File: config.mk
export PLATFORM = sky130hd
export DESIGN_NAME = fifo_write_arbiter
export DESIGN_NICKNAME = d
export VERILOG_FILES = /design/src/rtl/fifo_arb_pkg.sv /design/src/rtl/fifo_write_arbiter_rr_pick.sv /design/src/rtl/fifo_write_arbiter.sv
export SDC_FILE = /design/constraint.sdc
export NUM_CORES = 1
export LEC_CHECK = 0
export BUFFER_PORTS_ARGS = -buffer_cell sky130_fd_sc_hd__buf_2
export CORE_MARGIN = 2
export CORE_UTILIZATION = 49
export CTS_CLUSTER_DIAMETER = 40
export DETAILED_ROUTE_END_ITERATION = 7
export PLACE_DENSITY_LB_ADDON = 0.12
export SYNTH_ARGS = -nofsm -noshare
export SYNTH_HDL_FRONTEND = slang
export SYNTH_SLANG_ARGS = --single-unit
File: constraint.sdc
create_clock -name wclk -period 2.38 [get_ports wclk]
set_input_delay 0.238 -clock wclk [delete_from_list [all_inputs] [get_ports wclk]]
set_output_delay 0.238 -clock wclk [all_outputs]
set_load 0.02 [all_outputs]
File: src/rtl/fifo_arb_pkg.sv
// Shared types and helpers for the FIFO write-port arbiter.
package fifo_arb_pkg;

  typedef enum logic {ARB_IDLE, ARB_BURST} arb_state_e;

  // Index width that never collapses to zero bits for tiny counts.
  function automatic int clog2_min1(input int n);
    return (n <= 2) ? 1 : $clog2(n);
  endfunction

endpackage

File: src/rtl/fifo_write_arbiter_rr_pick.sv
// Combinational round-robin picker: first set request at or after ptr, wrapping.
module rr_pick
  import fifo_arb_pkg::*;
#(
  parameter  int N  = 4,
  localparam int IW = clog2_min1(N)
) (
  input  logic [N-1:0]  req,
  input  logic [IW-1:0] ptr,
  output logic          any,
  output logic [IW-1:0] idx
);

  logic [2*N-1:0] dbl;

  assign dbl = {req, req};

  // Scan the doubled vector downwards so the lowest position in [ptr, ptr+N) wins last.
  always_comb begin
    any = 1'b0;
    idx = '0;
    for (int i = 2*N-1; i >= 0; i--) begin
      if (dbl[i] && (i >= int'(ptr)) && (i < int'(ptr) + N)) begin
        any = 1'b1;
        idx = IW'(i % N);
      end
    end
  end

endmodule

File: src/rtl/fifo_write_arbiter.sv
// Round-robin burst arbiter sharing one async-FIFO write port among NUM_REQ requesters.
module fifo_write_arbiter
  import fifo_arb_pkg::*;
#(
  parameter  int NUM_REQ    = 4,
  parameter  int DATA_WIDTH = 8,
  parameter  int MAX_BURST  = 4,
  localparam int IW         = clog2_min1(NUM_REQ),
  localparam int BW         = clog2_min1(MAX_BURST + 1)
) (
  input  logic                          wclk,
  input  logic                          wrst,
  input  logic [NUM_REQ-1:0]            req_valid,
  input  logic [NUM_REQ-1:0]            req_last,
  input  logic [NUM_REQ*DATA_WIDTH-1:0] req_data,
  output logic [NUM_REQ-1:0]            req_ready,
  input  logic                          wfull,
  output logic                          winc,
  output logic [DATA_WIDTH-1:0]         wdata,
  output logic [IW-1:0]                 grant_id,
  output logic                          busy,
  output logic [31:0]                   beat_total
);

  arb_state_e    state, state_nxt;
  logic [IW-1:0] rr_ptr, rr_nxt, grant_nxt, owner_next, pick_idx;
  logic [BW-1:0] beat_cnt, cnt_nxt;
  logic          pick_any, own_valid, own_last, accept;

  rr_pick #(.N(NUM_REQ)) u_pick (
    .req (req_valid),
    .ptr (rr_ptr),
    .any (pick_any),
    .idx (pick_idx)
  );

  assign owner_next = (grant_id == IW'(NUM_REQ-1)) ? '0 : grant_id + IW'(1);

  // Owner mux, FSM next state and handshake outputs; everything is forced quiet while in reset.
  always_comb begin
    state_nxt = state;
    rr_nxt    = rr_ptr;
    grant_nxt = grant_id;
    cnt_nxt   = beat_cnt;
    own_valid = 1'b0;
    own_last  = 1'b0;
    wdata     = '0;
    req_ready = '0;
    accept    = 1'b0;
    busy      = 1'b0;
    for (int i = 0; i < NUM_REQ; i++) begin
      if (grant_id == IW'(i)) begin
        own_valid = req_valid[i];
        own_last  = req_last[i];
        wdata     = req_data[i*DATA_WIDTH +: DATA_WIDTH];
      end
    end
    case (state)
      ARB_IDLE: begin
        if (pick_any) begin
          grant_nxt = pick_idx;
          cnt_nxt   = '0;
          state_nxt = ARB_BURST;
        end
      end
      ARB_BURST: begin
        busy = 1'b1;
        for (int i = 0; i < NUM_REQ; i++) begin
          req_ready[i] = (grant_id == IW'(i)) & ~wfull;
        end
        accept = own_valid & ~wfull;
        if (accept) begin
          cnt_nxt = beat_cnt + BW'(1);
          if (own_last || (beat_cnt == BW'(MAX_BURST-1))) begin
            state_nxt = ARB_IDLE;
            rr_nxt    = owner_next;
          end
        end else if (!own_valid) begin
          state_nxt = ARB_IDLE;
          rr_nxt    = owner_next;
        end
      end
      default: state_nxt = ARB_IDLE;
    endcase
    winc = accept & wrst;
    if (!wrst) begin
      req_ready = '0;
      busy      = 1'b0;
    end
  end

  // State, round-robin pointer, grant and beat counters, with synchronous active-low reset.
  always_ff @(posedge wclk) begin
    if (!wrst) begin
      state      <= ARB_IDLE;
      rr_ptr     <= '0;
      beat_cnt   <= '0;
      grant_id   <= '0;
      beat_total <= '0;
    end else begin
      state    <= state_nxt;
      rr_ptr   <= rr_nxt;
      beat_cnt <= cnt_nxt;
      grant_id <= grant_nxt;
      if (winc) begin
        beat_total <= beat_total + 32'd1;
      end
    end
  end

endmodule

==> results of run 1 <==
-- path summary, 6_finish.rpt --
check / from / to / slack (ns)
worst max-delay path: grant_id[0] / beat_total[23] / 0.14
worst min-delay path: wfull / state / 0.33
worst max register to register: grant_id[0] / beat_total[23] / 0.14
worst min register to register: beat_total[31] / beat_total[31] / 0.46
-- layout make-up --
cell class                 count  area (um2)
clock buffer                   7        96.3
clock inverter                 1        30.0
fill                         425        1610
inverter                      13        48.8
multi-input combinational    241        1450
sequential                    40         803
tap                           54        67.6
timing repair buffer         104         556
-- layer usage --
| metal | vias to the layer above | part of all wire | wire length, um |
|---|---|---|---|
| li1 | 1293 | - | - |
| met1 | 1138 | 0.47 | 2880 |
| met2 | 62 | 0.47 | 2890 |
| met3 | 6 | 0.047 | 289 |
| met4 | 0 | 0.013 | 79 |
| met5 | - | 0 | 0 |
-- flip-flops by register name, summed over array words and instances (netlist names) --
signal      cells
beat_cnt        3
rr_ptr          2
beat_total     32
state           1
grant_id        2
-- cells by family (layout without fill, tap and decap cells) --
family / after synthesis / after routing
fa+ha+maj: 7 / 7
xor+xnor: 12 / 12
flops: 40 / 40
compound gates: 81 / 81
buf+inv: 28 / 125
simple gates: 137 / 137
mux: 4 / 4
-- Yosys cell counts (4+ instances only) --
cell,count,area share
ha_1,7,0.038
inv_1,12,0.019
nand3_1,18,0.039
mux2i_1,4,0.017
nand2_1,29,0.047
a22oi_1,7,0.023
dfxtp_1,40,0.34
nor3_1,4,0.0086
a21oi_1,35,0.075
nand4_1,11,0.029
and3_1,9,0.024
clkbuf_1,13,0.021
nor2_1,30,0.048
xor2_1,11,0.041
nor2b_1,4,0.011
o21ai_0,26,0.056
or3_1,14,0.038
-- power groups by stage --
stage	sequential, mW	clock, mW	combinational (mW)
2_1_floorplan	0.712	0	0.214
3_3_place_gp	0.709	0	0.344
3_5_place_dp	0.710	0	0.347
4_1_cts	0.694	0.615	0.351
5_1_grt	0.697	0.642	0.393
6_report	0.695	0.601	0.354
-- worst max-delay path: cells and delay by family, from the launching register on --
kind                       cells  cell delay, ns
AOI/OAI and AO/OA              2            0.49
and+or+nand+nor                3            0.61
buffers and inverters          3            0.45
DFF                            1            0.37
adders and majority gates      1            0.24
-- repair_timing --
action / 4_1_cts / 5_1_grt
resized for setup: 1 / 5
pin swaps: 0 / 0
setup endpoints to repair: 7 / 18
==> impl_results.md, run 1 <==
- Status: finished, final reports clean
- Vias: 2499
- Post-synthesis sequential area ratio: 0.343
- First-pass DRT Iterations: 4
- Top_reg_cell synth: dfxtp_1
- Pin count of the biggest net entering global routing: 25
- M1 GR Usage: 0.321
- Met2 global-route usage: 0.379
- Commonest non-fill, non-tap cells in the layout: buf_2 (90), dfxtp_1 (38), a21oi_1 (35), nor2_1 (30), nand2_1 (29)
- Final WS setup: 0.142 ns
- DRT Wirelength: 6.13 mm
- RSZ-0062 raised after global routing: false
- Area Overhead vs Synth: 30.5%
- Busiest grt layer: met2
- Clock sink count: 40
- Worst-case clock buffer depth: 2
- Clock transition at path regs: ~0.080 ns
- Max-slew headroom: 0.425
- Synthesized area: between 0.002 and 0.0025 mm2
- Int Pwr: 1.20 mW
- DRC Markers: 0
- Die Width: about 73 um
- FP Rows: 25
- GR Overflow Total: 0
- Hold-critical path depth: 3
- Place WS: roughly 0.14 ns
- Slowest cell delay on critical path: 0.37 ns
- CP Data Arrival Time: ~2.5 ns
- #FFs+latches synth: 40
- Antenna cells: 0
- Hold Crit Class: in -> reg
- I/O pin cnt: just over 90
- R2R cell count: 9
- Final Instance Area: about 0.003 mm2
- Design Power: 1.65 mW
- Final Max Slew Viols: 0
- Chip height: 73.0 um
- Reg power frac: 0.421
- Vias in the first global route: 2152
- Core area: 0.00466 mm2
- Worst VDD drop: 306 uV
- Setup crit end kind: flop
- F_max: between 0.4 and 0.5 GHz
- Mux share of post-synthesis cell area: 0.0171
- Synth Net Count: between 300 and 400
- Die area: 0.00533 mm2
- Post-synthesis compound-gate area fraction: 0.206
- Simple-gate area share of the yosys netlist: 0.305
- Vias per cell: about 5.4
- Final core utilization: 0.654
- Post-synth EDFFs: 0
- Worst-margin pin slew: approximately 0.85 ns
- Share of cells above drive strength 1: 0.300
- Placed Cells incl. Taps: between 400 and 500
- Worst-Skew Late Latency: 0.29 ns
- Startpoint Class: flop
- Adder and majority cell fraction of the synthesized area: 0.0375
- Most common cell after layout, fill and taps aside: buf_2
- Worst path required time: between 2 and 3 ns
- Final hold slack: approximately 0.33 ns
- H-tree levels: 2
- Setup CP Type: reg -> reg
- CTS root buf: clkbuf_8
- Post-CTS setup repair buffer count: 0
- CP max FO: 11
- Drt wl/cell: 13.3 um
- Most frequent CP cell: buf_4
- Post-Synth XOR/XNOR Area: 0.0450
- Tcrit/Tclk final: 0.940
- Final cell count without fillers: between 400 and 500
- All-Layer GR Usage: 0.232
- Syn Inst Count: slightly above 300
- Setup TNS: 0 ns
- Port Buffers: 90
- Clock power frac: 0.364
- TritonCTS clock tree: built
- Switching share of power: 0.274
- Routability cong.: 0.844
- Hold buffers post-CTS: 0
- Final net count: between 400 and 500
- Main combinational cell family by area after synthesis: simple AND/OR/NAND/NOR gates
- Pleak: about 1.3 nW
- Total CTS buffers: 5
- Yosys cell types: 40
- Slowest library cell on the worst path: dfxtp_2
- Syn_area_per_cell: ~7.6 um2
- Initial antenna violation count: 0
- Post-synthesis async set-or-reset flop share: 0
- Initial DRC Count: 134
- Area post-placement: just under 0.003 mm2
- Final hold violation count: 0
- Starting Density: 0.501
- First-pass GRT wire length: 9.87 mm
- Sw power: around 450 uW
- Power per cell area: ~540 mW/mm2
- GR Util met3: 0.0345
- CP cell instances: inv_1 > ha_1 > nor3b_2 > a2111oi_4 > buf_4 > nand4_1 > buf_4 > or3_1 > a21oi_1
- HPWL Detailed: 4.46 mm
- Post-route ant nets: 0
- Max_cap viols: 0
- Combinational share of power: 0.215
- Setup Skew: just under 0.005 ns
- Synth warn: 0
- Finish-stage setup viols: 0
- Min Tclk post-route: 2.24 ns
No activity file was read; power rests on OpenSTA's default activity.
==> run 2: changes to the inputs <==
ABC_AREA = 1   (was default)
ABC_CLOCK_PERIOD_IN_PS = 2380   (was default)
CORE_UTILIZATION = 51   (was 49)
==> run 2 against run 1 <==
Compared with the run above: synthesized area increased by 21%; global-route usage increased by 2.5 points; maximum frequency decreased by 0.13%; combinational power increased by 32%; critical path type is now reg -> out; critical endpoint is now winc; largest power group unchanged.
==> impl_results.md, run 2 <==
- Top_reg_cell synth: dfxtp_1
- Post-synthesis async set-or-reset flop share: 0
- Die area: 0.00616 mm2
- DRC Markers: 0
- Setup crit end kind: output port
- Worst-Skew Late Latency: ~0.30 ns
- Combinational share of power: 0.268
- Post-route ant nets: 0
- Die Width: 78.5 um
- Final WS setup: between 0.1 and 0.15 ns
- I/O pin cnt: just over 90
- Post-synth EDFFs: 0
- CP cell instances: inv_1 > ha_2 > a21oi_2 > nand2_4 > nand2_4 > nand2_4 > nor2_8 > buf_2
- Initial DRC Count: around 150
- Reg power frac: 0.405
- First-pass DRT Iterations: 5
- Starting Density: 0.521
- CP max FO: 12
- Int Pwr: about 1.2 mW
- Pleak: ~1.5 nW
- Max_cap viols: 0
- Syn Inst Count: about 450
- Clock sink count: 40
- Drt wl/cell: around 13 um
- Setup TNS: 0 ns
- Largest Register: beat_total
- Area Overhead vs Synth: 22.0%
- Core area: approximately 0.0054 mm2
- Setup Skew: ~0.011 ns
- Hold buffers post-CTS: 0
- Pin count of the biggest net entering global routing: 28
- Most frequent CP cell: nand2_4
- Syn_area_per_cell: around 6.3 um2
- Antenna cells: 0
- Final Max Slew Viols: 0
- Slowest cell delay on critical path: 0.42 ns
- CTS root buf: clkbuf_8
- Worst-case clock buffer depth: 2
- Status: finished, final reports clean
- Yosys cell types: 36
- Initial antenna violation count: 0
- Synthesized area: 0.00283 mm2
- Commonest non-fill, non-tap cells in the layout: nand2_1 (145), buf_2 (90), nor2_1 (66), inv_1 (44), dfxtp_1 (40)
- Slowest library cell on the worst path: dfxtp_1
- Final hold violation count: 0
- Switching share of power: 0.325
- Setup CP Type: reg -> out
- Count leader, synth: nand2_1
- Place WS: approximately 0.23 ns
- Clock power frac: 0.327
- DRT Wirelength: between 7 and 8 mm
- F_max: 0.446 GHz
- TritonCTS clock tree: built
- Chip height: between 70 and 80 um
- Synth warn: 0
- Tcrit/Tclk final: 0.942
- Vias per cell: 5.21
- Layout filler cell count: around 560
- Routability cong.: between 0.9 and 1
- CP Data Arrival Time: approximately 2 ns
- Startpoint Class: flop
- Vias in the first global route: about 2.8k
- Final hold slack: roughly 0.34 ns
- All-Layer GR Usage: 0.257
- Top cells by count, synth: nand2_1 (145), nor2_1 (66), inv_1 (44), dfxtp_1 (40), a21oi_1 (25)
- GR Overflow Total: 0
- Top cell type's share of synthesized area: 0.283
- Most common cell after layout, fill and taps aside: nand2_1
- Post-synthesis sequential area ratio: 0.283
- Clock transition at path regs: 0.09 ns
- R2R Setup Slk: 0.32 ns
- Worst path required time: 2.14 ns
- Sw power: between 500 and 600 uW
- HPWL Detailed: roughly 6.1 mm
- RSZ-0062 raised after global routing: false
- Post-CTS setup repair buffer count: 0
- Share of cells above drive strength 1: 0.239
- #FFs+latches synth: 40
- H-tree levels: 2
- Largest register FFs: 32
- Final net count: between 500 and 600
- FP Rows: 27
- First-pass GRT wire length: approximately 13 mm
- Vias: between 3k and 4k
- Hold Crit Class: in -> reg
- Port Buffers: 90
- Largest regs: beat_total x32, beat_cnt x3
- Total CTS buffers: 5
- Worst VDD drop: around 340 uV
- Worst-margin pin slew: 0.593 ns
- Max-slew headroom: 0.601
- Area leader, netlist: dfxtp_1
- Synth Net Count: around 500
- Min Tclk post-route: about 2.2 ns
- Leading post-synthesis cells by cell area: dfxtp_1 (28%), nand2_1 (19%), nor2_1 (8.7%)
- Power per cell area: around 500 mW/mm2
- Finish-stage setup viols: 0
## run 2: changes by cell type after synthesis, sizes merged, moves of 8 or more
cell	delta
o21ai	-14
and3	-9
nor2	+42
inv	+34
clkbuf	-10
nor3	+18
or3	-14
buf	+8
nand2	+123
nand4	-8
## run 2: metrics by stage
step	instances	power [mW]	utilization	instance area [um2]
detailed placement	607	1.19	0.613	3330
floorplan	452	1.04	-	2830
global placement	607	1.18	0.613	3330
CTS	615	1.76	0.634	3450
global route	615	1.83	0.635	3450
finish	615	1.74	0.635	3450
## run 2: logic make-up after synthesis
group	Yosys count	share of synthesized area
XOR/XNOR	9	0.0278
AO/OA/AOI/OAI	62	0.140
adder cells (fa/ha/maj)	7	0.0309
flip-flops	40	0.283
AND/OR/NAND/NOR	275	0.429
buffers and inverters	59	0.0901
## run 2: power groups by stage
stage	combinational [mW]	sequential (mW)	clock (mW)
after floorplan	0.317	0.726	0
after global placement	0.459	0.719	0
after detailed placement	0.465	0.720	0
after CTS	0.467	0.704	0.589
after global routing	0.516	0.707	0.611
final	0.466	0.705	0.568
## run 2: layer usage
layer | share of wire | vias up | global-route usage
li1 | - | 1646 | -
met1 | 0.43 | 1441 | 0.323
met2 | 0.48 | 102 | 0.437
met3 | 0.066 | 16 | 0.0494
met4 | 0.024 | 0 | 0.0930
met5 | 0 | - | 0
## run 2: critical path, delay by kind of cell (launching register included)
family	cells	cell delay (ns)
compound gates	1	0.21
flops	1	0.42
buf+inv	2	0.31
simple gates	4	0.49
fa+ha+maj	1	0.27
## run 2: path summary, 6_finish.rpt
kind / start / endpoint / cells after the start
max: grant_id[0] / winc / 8
max reg2reg: grant_id[0] / beat_total[28] / 8
min: req_valid[1] / grant_id[1] / 4
min reg2reg: beat_cnt[0] / beat_cnt[0] / 1
## run 2: cell type report
type,count,area [um2],area share
Multi-Input combinational cell,353,1780,0.515
Sequential cell,40,801,0.232
Timing Repair Buffer,96,495,0.143
Inverter,46,173,0.0500
Tap cell,72,90.1,0.0261
Clock buffer,5,68.8,0.0199
Clock inverter,3,47.5,0.0138
## run 2: repair_timing
item                       4_1_cts  5_1_grt
hold endpoints to repair         0        0
resized for setup                0        1
setup endpoints to repair        0        1
